File: src/rtl/otter_pkg.sv
// Shared PC/fetch types and vectors; no logic.
// Latency and backpressure: not applicable.
package otter_pkg;

   localparam int PC_WIDTH  = 10;
   localparam int CNT_WIDTH = 16;

   typedef logic [PC_WIDTH-1:0] pc_t;

   typedef enum logic [1:0] {
      IDLE,
      FETCH,
      SQUASH,
      HALTED
   } fetch_state_t;

   localparam pc_t RESET_VEC = 10'h000;
   localparam pc_t INTR_VEC  = 10'h3FC;

endpackage

File: src/rtl/pc_next_sel.sv
// Next-PC priority mux (interrupt > redirect > accept > hold); purely combinational.
// Latency and backpressure: none, zero-cycle; holding the PC is how a stall is honoured.
module pc_next_sel
   import otter_pkg::*;
#(
   parameter int W = PC_WIDTH
) (
   input  logic         active,
   input  logic         intr_req,
   input  logic         intr_en,
   input  logic         redirect,
   input  logic         accept,
   input  logic [W-1:0] plus,
   input  logic [W-1:0] target,
   input  logic [W-1:0] intr_vec,
   input  logic [W-1:0] count,
   output logic [W-1:0] next_count,
   output logic         take_intr
);

   always_comb begin
      take_intr  = 1'b0;
      next_count = count;
      // the post-reset bubble cycle ignores every control input
      if (active) begin
         take_intr = intr_req & intr_en;
         if (take_intr) begin
            next_count = intr_vec;
         end else if (redirect) begin
            next_count = target;
         end else if (accept) begin
            next_count = plus;
         end
      end
   end

endmodule

File: src/rtl/pc_fetch_ctrl.sv
// PC register and fetch-request FSM with interrupt/redirect/halt and a saturating fetch counter.
// Latency 1 cycle PC update; FETCH_ADDR is held stable until accepted, squashed or halted.
module pc_fetch_ctrl #(
   parameter int                  PC_WIDTH  = otter_pkg::PC_WIDTH,
   parameter logic [PC_WIDTH-1:0] RESET_VEC = otter_pkg::RESET_VEC,
   parameter logic [PC_WIDTH-1:0] INTR_VEC  = otter_pkg::INTR_VEC,
   parameter int                  CNT_WIDTH = otter_pkg::CNT_WIDTH
) (
   input  logic                 CLK,
   input  logic                 RST_N,
   input  logic [PC_WIDTH-1:0]  PLUS,
   output logic [PC_WIDTH-1:0]  COUNT,
   input  logic                 REDIRECT,
   input  logic [PC_WIDTH-1:0]  TARGET,
   input  logic                 INTR_REQ,
   input  logic                 INTR_EN,
   output logic                 INTR_ACK,
   input  logic                 HALT,
   output logic                 FETCH_VALID,
   input  logic                 FETCH_READY,
   output logic [PC_WIDTH-1:0]  FETCH_ADDR,
   output logic [CNT_WIDTH-1:0] FETCH_CNT
);

   import otter_pkg::fetch_state_t;
   import otter_pkg::IDLE;
   import otter_pkg::FETCH;
   import otter_pkg::SQUASH;
   import otter_pkg::HALTED;

   fetch_state_t          state;
   fetch_state_t          state_nxt;
   logic [PC_WIDTH-1:0]   count_q;
   logic [PC_WIDTH-1:0]   count_nxt;
   logic [CNT_WIDTH-1:0]  cnt_q;
   logic                  fetch_vld;
   logic                  accept;
   logic                  take_intr;

   assign fetch_vld = (state == FETCH);
   assign accept    = fetch_vld & FETCH_READY;

   pc_next_sel #(
      .W (PC_WIDTH)
   ) u_next_sel (
      .active     (state != IDLE),
      .intr_req   (INTR_REQ),
      .intr_en    (INTR_EN),
      .redirect   (REDIRECT),
      .accept     (accept),
      .plus       (PLUS),
      .target     (TARGET),
      .intr_vec   (INTR_VEC),
      .count      (count_q),
      .next_count (count_nxt),
      .take_intr  (take_intr)
   );

   always_comb begin
      state_nxt = state;
      unique case (state)
         IDLE: begin
            state_nxt = FETCH;
         end
         FETCH: begin
            // an unaccepted request that gets redirected costs exactly one dead cycle
            if (take_intr) begin
               state_nxt = accept ? FETCH : SQUASH;
            end else if (REDIRECT && !accept) begin
               state_nxt = SQUASH;
            end else begin
               state_nxt = HALT ? HALTED : FETCH;
            end
         end
         SQUASH: begin
            if (take_intr || REDIRECT) begin
               state_nxt = SQUASH;
            end else begin
               state_nxt = HALT ? HALTED : FETCH;
            end
         end
         HALTED: begin
            if (take_intr) begin
               state_nxt = FETCH;
            end else begin
               state_nxt = HALT ? HALTED : FETCH;
            end
         end
         default: begin
            state_nxt = IDLE;
         end
      endcase
   end

   always_ff @(posedge CLK or negedge RST_N) begin
      if (!RST_N) begin
         state   <= IDLE;
         count_q <= RESET_VEC;
         cnt_q   <= '0;
      end else begin
         state   <= state_nxt;
         count_q <= count_nxt;
         if (accept && (cnt_q != {CNT_WIDTH{1'b1}})) begin
            cnt_q <= cnt_q + 1'b1;
         end
      end
   end

   assign COUNT       = count_q;
   assign FETCH_ADDR  = count_q;
   assign FETCH_VALID = fetch_vld;
   assign FETCH_CNT   = cnt_q;
   assign INTR_ACK    = take_intr;

endmodule

File: config.mk
export PLATFORM = sky130hd
export DESIGN_NAME = pc_fetch_ctrl
export DESIGN_NICKNAME = d
export VERILOG_FILES = /design/src/rtl/otter_pkg.sv /design/src/rtl/pc_next_sel.sv /design/src/rtl/pc_fetch_ctrl.sv
export SDC_FILE = /design/constraint.sdc
export NUM_CORES = 1
export LEC_CHECK = 0
export CAP_MARGIN = 20
export CORE_UTILIZATION = 45
export DETAILED_ROUTE_END_ITERATION = 8
export PLACE_DENSITY = 0.83
export SLEW_MARGIN = 20
export SYNTH_ARGS = -nofsm -noshare
export SYNTH_HDL_FRONTEND = slang
export SYNTH_SLANG_ARGS = --single-unit
File: constraint.sdc
create_clock -name CLK -period 2.9 [get_ports CLK]
set_input_delay 0.87 -clock CLK [delete_from_list [all_inputs] [get_ports CLK]]
set_output_delay 0.87 -clock CLK [all_outputs]
set_load 0.05 [all_outputs]
-- Word-level counts from Yosys, hierarchy flattened
Index checks and enable logic that the tools add are counted.
- add/subtract/negate cells: 1
- equality and inequality tests: 4
- muxes and demuxes: 11
- bitwise gates (word level): 2
- reductions and logical operators: 8
- operators with widths (cell ; number):
    2-to-1 mux 10 bit ; 3
    adder 16 x 1 -> 16 bit (second input constant) ; 1
    != test 16 bit (second input constant) ; 1
    2-to-1 mux 2 bit ; 6
    one-hot mux 2 bit (4 select lines) ; 1
    == test 2 bit (second input constant) ; 2
    nonzero test 3 bit ; 1
    AND 1 bit ; 2
    == test 2 x 1 -> 1 bit (second input constant) ; 1
    logical AND 1 bit ; 2
    logical NOT 2 bit ; 1
    AND reduction 2 bit ; 1
    nonzero test 2 bit ; 1
    logical NOT 1 bit ; 1
    logical OR 1 bit ; 1
    2-to-1 mux 1 bit ; 1
- register bits after elaboration: 28

-- Longest topological paths before layout
Gate-level depths: netlist of run 1.
- depth in word-level cells: 7
- gate-level depth with buffers: 6

-- Cells and area by module
A second synthesis of run 1 with hierarchy kept.
- cells, all modules: 161
- area, all modules: 1706.6 sq um
- modules (own cells, without submodules) (module ; times used ; cells an instance ; area each (sq um) ; sequential area each (sq um)):
    pc_fetch_ctrl ; 1 ; 102 ; 1229.9 ; 700.7
    pc_next_sel ; 1 ; 59 ; 476.7 ; 0.0

-- Worst setup path before layout of run 1
OpenSTA, ideal clock, no wires.
- path type: input to output
- from: input INTR_REQ
- to: output INTR_ACK
- arrival: 1.804 ns
- required time: 2.030 ns
- path slack: 0.226 ns
- cell stages on the path: 3
- path through: nand2_1 clkbuf_1 nor2_1
- longest elaborated chain between the ends: 2
- ends and longest elaborated chain (what ; line ; RTL):
    start: declaration ; pc_fetch_ctrl.sv:15 ; input logic INTR_REQ,
    AND 1 bit ; pc_next_sel.sv:26 ; take_intr = intr_req & intr_en;
    2-to-1 mux 1 bit ; pc_next_sel.sv:25 ; if (active) begin
    end: declaration ; pc_fetch_ctrl.sv:17 ; output logic INTR_ACK,
No other way between the ends.

-- Worst setup path in the final report of run 1
Ends and elaborated chain as after synthesis.

==> impl_metrics.env, run 1 <==
export IMPL_whs_path_depth=1
export IMPL_cts_sinks=28
export IMPL_critical_path_class="input pin to primary output"
export IMPL_period_needed_ns=2.65
export IMPL_start_util_pct=47.7
export IMPL_finClkSkew_ns=0.00504
export IMPL_p_sw_share_pct=44.2
export IMPL_antenna_cells=0
export IMPL_cp_start_kind="input pin"
export IMPL_post_dp_hpwl_um=2350
export IMPL_p_leak_uw=0.000899
export IMPL_htreeDepth=1
export IMPL_synth_top_area_share_pct=47.7
export IMPL_fmax_mhz=378
export IMPL_cts_tree="done"
export IMPL_first_pass_iters=4
export IMPL_synth_seq_cells=28
export IMPL_synthCells=142
export IMPL_path_clk_slew_ns=0.15
export IMPL_fp_dieArea_mm2=0.00350
export IMPL_ir_worst_vdd_mv=0.395
export IMPL_outcome="finished, final reports clean"
export IMPL_portBuffers=64
export IMPL_rsz0062_at_grt="no"
export IMPL_routed_via_density=5.25
export IMPL_clockBufferDepth=2
export IMPL_arrival_ns=1.78
export IMPL_worstRegToRegCells=4
export IMPL_syn_to_final_growth_pct=46.3
export IMPL_die_w_um=59.1
export IMPL_drt_wirelength_per_cell_um=12.8
export IMPL_vias=1270
export IMPL_clockPowerShare_pct=15.8
export IMPL_hold_class="register to register"
export IMPL_ant_nets=0
export IMPL_gp_congestion=0.792
export IMPL_drc=0
export IMPL_grt_usage_pct=19.8
export IMPL_nNetsFinal=227
export IMPL_finalHoldViolCount=0
export IMPL_syn_nets=170
export IMPL_synth_cell_types=33
export IMPL_ys_warn_count=0
export IMPL_p_sw_uw=704
export IMPL_pwr_share_seq_pct=34.8
export IMPL_power_density_mw_per_mm2=740
export IMPL_synth_avg_cell_area_um2=10.3
export IMPL_cp_max_fo=2
export IMPL_cts_setup_buffers=0
export IMPL_antenna_found_initial=0
export IMPL_drive_above_1_share_pct=7.07
export IMPL_cts_resized=0
export IMPL_p_int_uw=887
export IMPL_core_area_mm2=0.00308
export IMPL_synth_area_leaders="dfrtp_1, mux2i_1, buf_4"
export IMPL_clk_latency_ns=0.32
export IMPL_grt_pass1_vias=1185
export IMPL_yosysSeqAreaShare_pct=47.7
export IMPL_setup_viol=0
export IMPL_cts_buffers=3
export IMPL_fin_crit_sh_pct=91.3
export IMPL_worst_pin_slew_ns=0.624
export IMPL_fillers=228
export IMPL_grt_pass1_wl_um=5230
export IMPL_worstPathRequired_ns=2.03
export IMPL_ios=65
export IMPL_wl_um=3100
export IMPL_hold_buffers=0
export IMPL_slew_violations=0
export IMPL_die_h_um=59.1
export IMPL_dp_cells=238
export IMPL_setup_tns_ns=0
export IMPL_drt_iter0_drc=25
export IMPL_instances_no_fill=242
export IMPL_grt_max_degree=29
export IMPL_final_util_pct=69.8
export IMPL_synth_largest_area_cell="dfrtp_1"
export IMPL_maxSlewHeadroom_pct=58.3
export IMPL_syn_cell_area_mm2=0.00147
export IMPL_endpoint_kind="primary output"
export IMPL_cts_root_buf="clkbuf_4"
export IMPL_overflow=0
export IMPL_cap_violations=0
export IMPL_p_comb_share_pct=49.4
export IMPL_row_count=20
## critical path: stages
cell and delay [ns]:
clkdlybuf4s50_1 0.47, nand2_1 0.07, nor2_1 0.20, buf_12 0.17
## through the flow
step	instance area, um^2	power [uW]	hold slack [ns]	setup slack [ns]
4_1_cts	2150	1600	0.512	0.235
3_5_place_dp	2100	1350	0.493	0.239
2_1_floorplan	1470	1100	0.574	0.226
5_1_grt	2150	1660	0.532	0.178
6_report	2150	1590	0.514	0.253
3_3_place_gp	2100	1330	0.486	0.268
## power groups by stage
stage / clock network, uW / logic, uW / registers, uW
global route: 266 / 824 / 568
detailed placement: 0 / 789 / 558
finish: 252 / 786 / 553
CTS: 255 / 791 / 553
global placement: 0 / 774 / 552
floorplan: 0 / 322 / 779
## cell type report
| type | instances | area, um^2 | share of cell area [%] |
|---|---|---|---|
| inverter | 4 | 15.0 | 0.699 |
| clock buffer | 3 | 22.5 | 1.05 |
| tap | 44 | 55.1 | 2.56 |
| sequential | 28 | 701 | 32.6 |
| clock inverter | 1 | 30.0 | 1.40 |
| timing repair buffer | 67 | 673 | 31.3 |
| multi-input combinational | 95 | 652 | 30.3 |
## sequential cells by signal, summed over array words and instances, names as in the netlist
register   cells
state          2
COUNT         10
FETCH_CNT     16
## layout by cell type (no fill, tap or decap), types with 2 or more instances in the layout
cell and count:
nand2_1 9, mux2_2 3, xor2_1 8, buf_4 3, clkbuf_4 3, nand3_1 4, clkdlybuf4s50_1 63, nand4_1 5
dfrtp_1 28, and2_1 3, nor2_1 13, nor4_1 4, a31oi_1 8, nor2b_1 3, nor3_1 6, o21ai_0 2
mux2i_1 8, xnor2_1 6, inv_1 4
## final timing paths
| path | to | from | slack (ns) |
|---|---|---|---|
| hold / removal | FETCH_CNT[15] | FETCH_CNT[15] | 0.51 |
| min in group asynchronous | FETCH_CNT[3] | RST_N | 0.90 |
| setup reg to reg | FETCH_CNT[1] | FETCH_CNT[0] | 0.98 |
| hold reg to reg | FETCH_CNT[15] | FETCH_CNT[15] | 0.51 |
| setup / recovery | INTR_ACK | INTR_REQ | 0.25 |
| max in group asynchronous | state[0] | RST_N | 1.75 |
## cells in the mapped netlist, drive strengths merged
master and instances:
and2 3, nor2 13, and3 2, nor3 6, nand2 9, a31oi 8
ha 1, xor2 8, nor4b 1, nor2b 3, o21ai 2, inv 4
nor4 4, o22ai 1, nand4 6, and3b 1, dfrtp 28, mux2i 8
a211oi 1, buf 12, mux2 4, o41a 1, or3 1, o32a 1
xnor2 6, clkbuf 3, nand3 4, nor3b 1
## kinds of logic after synthesis
group | Yosys count | synth area share, %
buffers and inverters | 19 | 7.92
xor gates and xnor gates | 14 | 8.35
and+or+nand+nor | 54 | 19.9
DFF | 28 | 47.7
adders and majority gates | 1 | 0.852
AOI/OAI and AO/OA | 14 | 6.47
muxes | 12 | 8.77
## layer usage
metal,GRT usage (%),up-vias,routed length [um]
li1,-,607,-
met1,24.7,588,1300
met2,34.3,71,1480
met3,4.37,4,282
met4,5.78,0,36
met5,0,-,0
Note: power is estimated with default switching activity, not from simulation.
==> inputs of run 2 (changes only) <==
--- a/config.mk
+++ b/config.mk
@@ -5,10 +5,11 @@
 export SDC_FILE = /design/constraint.sdc
 export NUM_CORES = 1
 export LEC_CHECK = 0
+export ABC_AREA = 1
 export CAP_MARGIN = 20
-export CORE_UTILIZATION = 45
+export CORE_UTILIZATION = 48
 export DETAILED_ROUTE_END_ITERATION = 8
-export PLACE_DENSITY = 0.83
+export PLACE_DENSITY = 0.84
 export SLEW_MARGIN = 20
 export SYNTH_ARGS = -nofsm -noshare
 export SYNTH_HDL_FRONTEND = slang
==> impl_metrics.env, run 2 <==
export IMPL_outcome="finished, final reports clean"
export IMPL_syn_cell_area_mm2=0.00176
export IMPL_multiInputGateArea_um2=818
export IMPL_first_pass_iters=4
export IMPL_dp_cells=346
export IMPL_syn_to_final_growth_pct=38.3
export IMPL_slew_violations=0
export IMPL_start_util_pct=51.6
export IMPL_drt_wirelength_per_cell_um=10.6
export IMPL_htreeDepth=1
export IMPL_synthTopCellsByCount="nand2_1, dfrtp_1, inv_1"
export IMPL_p_leak_uw=0.00116
export IMPL_routed_via_density=4.87
export IMPL_antenna_found_initial=0
export IMPL_wl_um=3710
export IMPL_die_h_um=62.6
export IMPL_synth_edf_count=0
export IMPL_critical_path_class="input pin to primary output"
export IMPL_cp_start_kind="input pin"
export IMPL_drc=0
export IMPL_drt_iter0_drc=83
export IMPL_cts_setup_buffers=0
export IMPL_ios=65
export IMPL_clockBufferDepth=2
export IMPL_fp_dieArea_mm2=0.00392
export IMPL_clockPowerShare_pct=13.7
export IMPL_hold_buffers=0
export IMPL_core_area_mm2=0.00342
export IMPL_final_common_cell="nand2_1"
export IMPL_pwr_share_seq_pct=30.5
export IMPL_ys_flop_type="dfrtp_1"
export IMPL_synthCells=249
export IMPL_synth_cell_types=22
export IMPL_synth_largest_area_cell="dfrtp_1"
export IMPL_p_comb_share_pct=55.8
export IMPL_synth_top_area_share_pct=39.7
export IMPL_ir_worst_vdd_mv=0.518
export IMPL_p_total_uw=1880
export IMPL_p_sw_share_pct=48.6
export IMPL_rsz0062_at_grt="no"
export IMPL_worst_pin_slew_ns=0.499
export IMPL_whs_ns=0.566
export IMPL_fillers=279
export IMPL_maxSlewHeadroom_pct=66.6
export IMPL_drive_above_1_share_pct=9.87
export IMPL_cts_resized=0
export IMPL_period_needed_ns=2.64
export IMPL_cts_root_buf="clkbuf_4"
export IMPL_cts_buffers=3
export IMPL_power_density_mw_per_mm2=770
export IMPL_gp_congestion=0.832
export IMPL_largest_reg_flops=16
export IMPL_overflow=0
export IMPL_grt_pass1_wl_um=6390
export IMPL_instances_no_fill=350
export IMPL_synth_area_leaders="dfrtp_1, nand2_1, nand3_1"
export IMPL_crit_chain="clkdlybuf4s50_1 > nand2_1 > inv_1 > nand2_1 > inv_1 > buf_12"
export IMPL_async_flop_share_pct=100
export IMPL_cpPeakStageDelay_ns=0.46
export IMPL_finalHoldViolCount=0
export IMPL_antenna_cells=0
export IMPL_yosysSeqAreaShare_pct=39.7
export IMPL_fin_crit_sh_pct=91.0
export IMPL_vias=1706
export IMPL_portBuffers=64
export IMPL_cts_tree="done"
export IMPL_rrSetupSlack_ns=1.02
export IMPL_setup_viol=0
export IMPL_synth_seq_cells=28
export IMPL_grt_usage_pct=20.3
export IMPL_finClkSkew_ns=0.00547
export IMPL_synth_avg_cell_area_um2=7.08
export IMPL_yosysMostFrequentCell="nand2_1"
export IMPL_cts_sinks=28
export IMPL_post_dp_hpwl_um=2820
export IMPL_layout_common_cells="nand2_1, clkdlybuf4s50_1, dfrtp_1"
export IMPL_ys_warn_count=0
export IMPL_fmax_mhz=379
export IMPL_arrival_ns=1.77
export IMPL_die_w_um=62.6
export IMPL_grt_max_degree=29
export IMPL_endpoint_kind="primary output"
export IMPL_p_sw_uw=911
export IMPL_syn_nets=277
export IMPL_nNetsFinal=333
export IMPL_row_count=21
export IMPL_crit_slowest_cell="clkdlybuf4s50_1"
export IMPL_grt_pass1_vias=1552
export IMPL_cap_violations=0
export IMPL_worstPathRequired_ns=2.03
export IMPL_setup_tns_ns=0
export IMPL_path_clk_slew_ns=0.15
export IMPL_clk_latency_ns=0.34
export IMPL_ff_latch_area_um2=701
export IMPL_ant_nets=0
export IMPL_p_int_uw=965
export IMPL_hold_class="register to register"
export IMPL_cp_max_fo=3
[run 2: cell types whose count changed in the layout (fill, tap and decap cells not counted), sizes merged, moves of 4 or more]
cell   delta
nand2    +81
inv      +26
nand3    +20
o21ai    +18
nor2      +9
mux2i     -8
a31oi     -6
nor3      -6
xnor2     -6
mux2      -4
nor4      -4
[run 2: worst paths after layout]
kind                            depth (start not counted)            end         start
worst max-delay path                                    6       INTR_ACK      INTR_REQ
worst min-delay path                                    2       COUNT[7]      COUNT[7]
worst max register to register                          8   FETCH_CNT[8]  FETCH_CNT[0]
worst min register to register                          2       COUNT[7]      COUNT[7]
max in group asynchronous                               2  FETCH_CNT[15]         RST_N
min in group asynchronous                               2   FETCH_CNT[5]         RST_N
[run 2: through the flow]
| step | area [um^2] | util (%) | setup WS, ns |
|---|---|---|---|
| after floorplan | 1760 | - | 0.675 |
| after global placement | 2380 | 69.8 | 0.303 |
| after detailed placement | 2380 | 69.8 | 0.266 |
| after CTS | 2440 | 71.4 | 0.263 |
| after global routing | 2440 | 71.4 | 0.153 |
| final | 2440 | 71.4 | 0.262 |
[run 2: area by class of cell]
cell class,instances,share of cell area (%)
timing repair buffer,70,28.5
sequential,28,28.7
clock buffer,3,0.924
multi-input combinational,172,33.6
tap,46,2.36
inverter,30,4.62
clock inverter,1,1.23
[run 2: logic make-up (layout without fill, tap and decap cells)]
kind of cell,after synthesis,after routing,share of synthesized area [%]
AO/OA/AOI/OAI,23,23,7.88
XOR/XNOR,8,8,3.97
adder cells (fa/ha/maj),1,1,0.710
buffers and inverters,49,104,13.8
flip-flops,28,28,39.7
AND/OR/NAND/NOR,140,140,33.9
[run 2: power by group through the flow]
stage / clock network [uW] / registers (uW) / logic, uW
2_1_floorplan: 0 / 845 / 502
3_3_place_gp: 0 / 576 / 1040
3_5_place_dp: 0 / 578 / 1060
4_1_cts: 263 / 574 / 1060
5_1_grt: 279 / 589 / 1110
6_report: 257 / 572 / 1050
[run 2: per-layer routing]
metal | vias up | track usage (%) | share of wire (%)
met2 | 58 | 38.6 | 51
met4 | 0 | 7.56 | 1.0
met1 | 768 | 22.6 | 43
li1 | 876 | - | -
met5 | - | 0 | 0
met3 | 4 | 2.74 | 5.3
[run 2: critical path: cells and delay by family]
family / cells / cell delay [ns]
buf+inv: 4 / 0.76
simple gates: 2 / 0.14
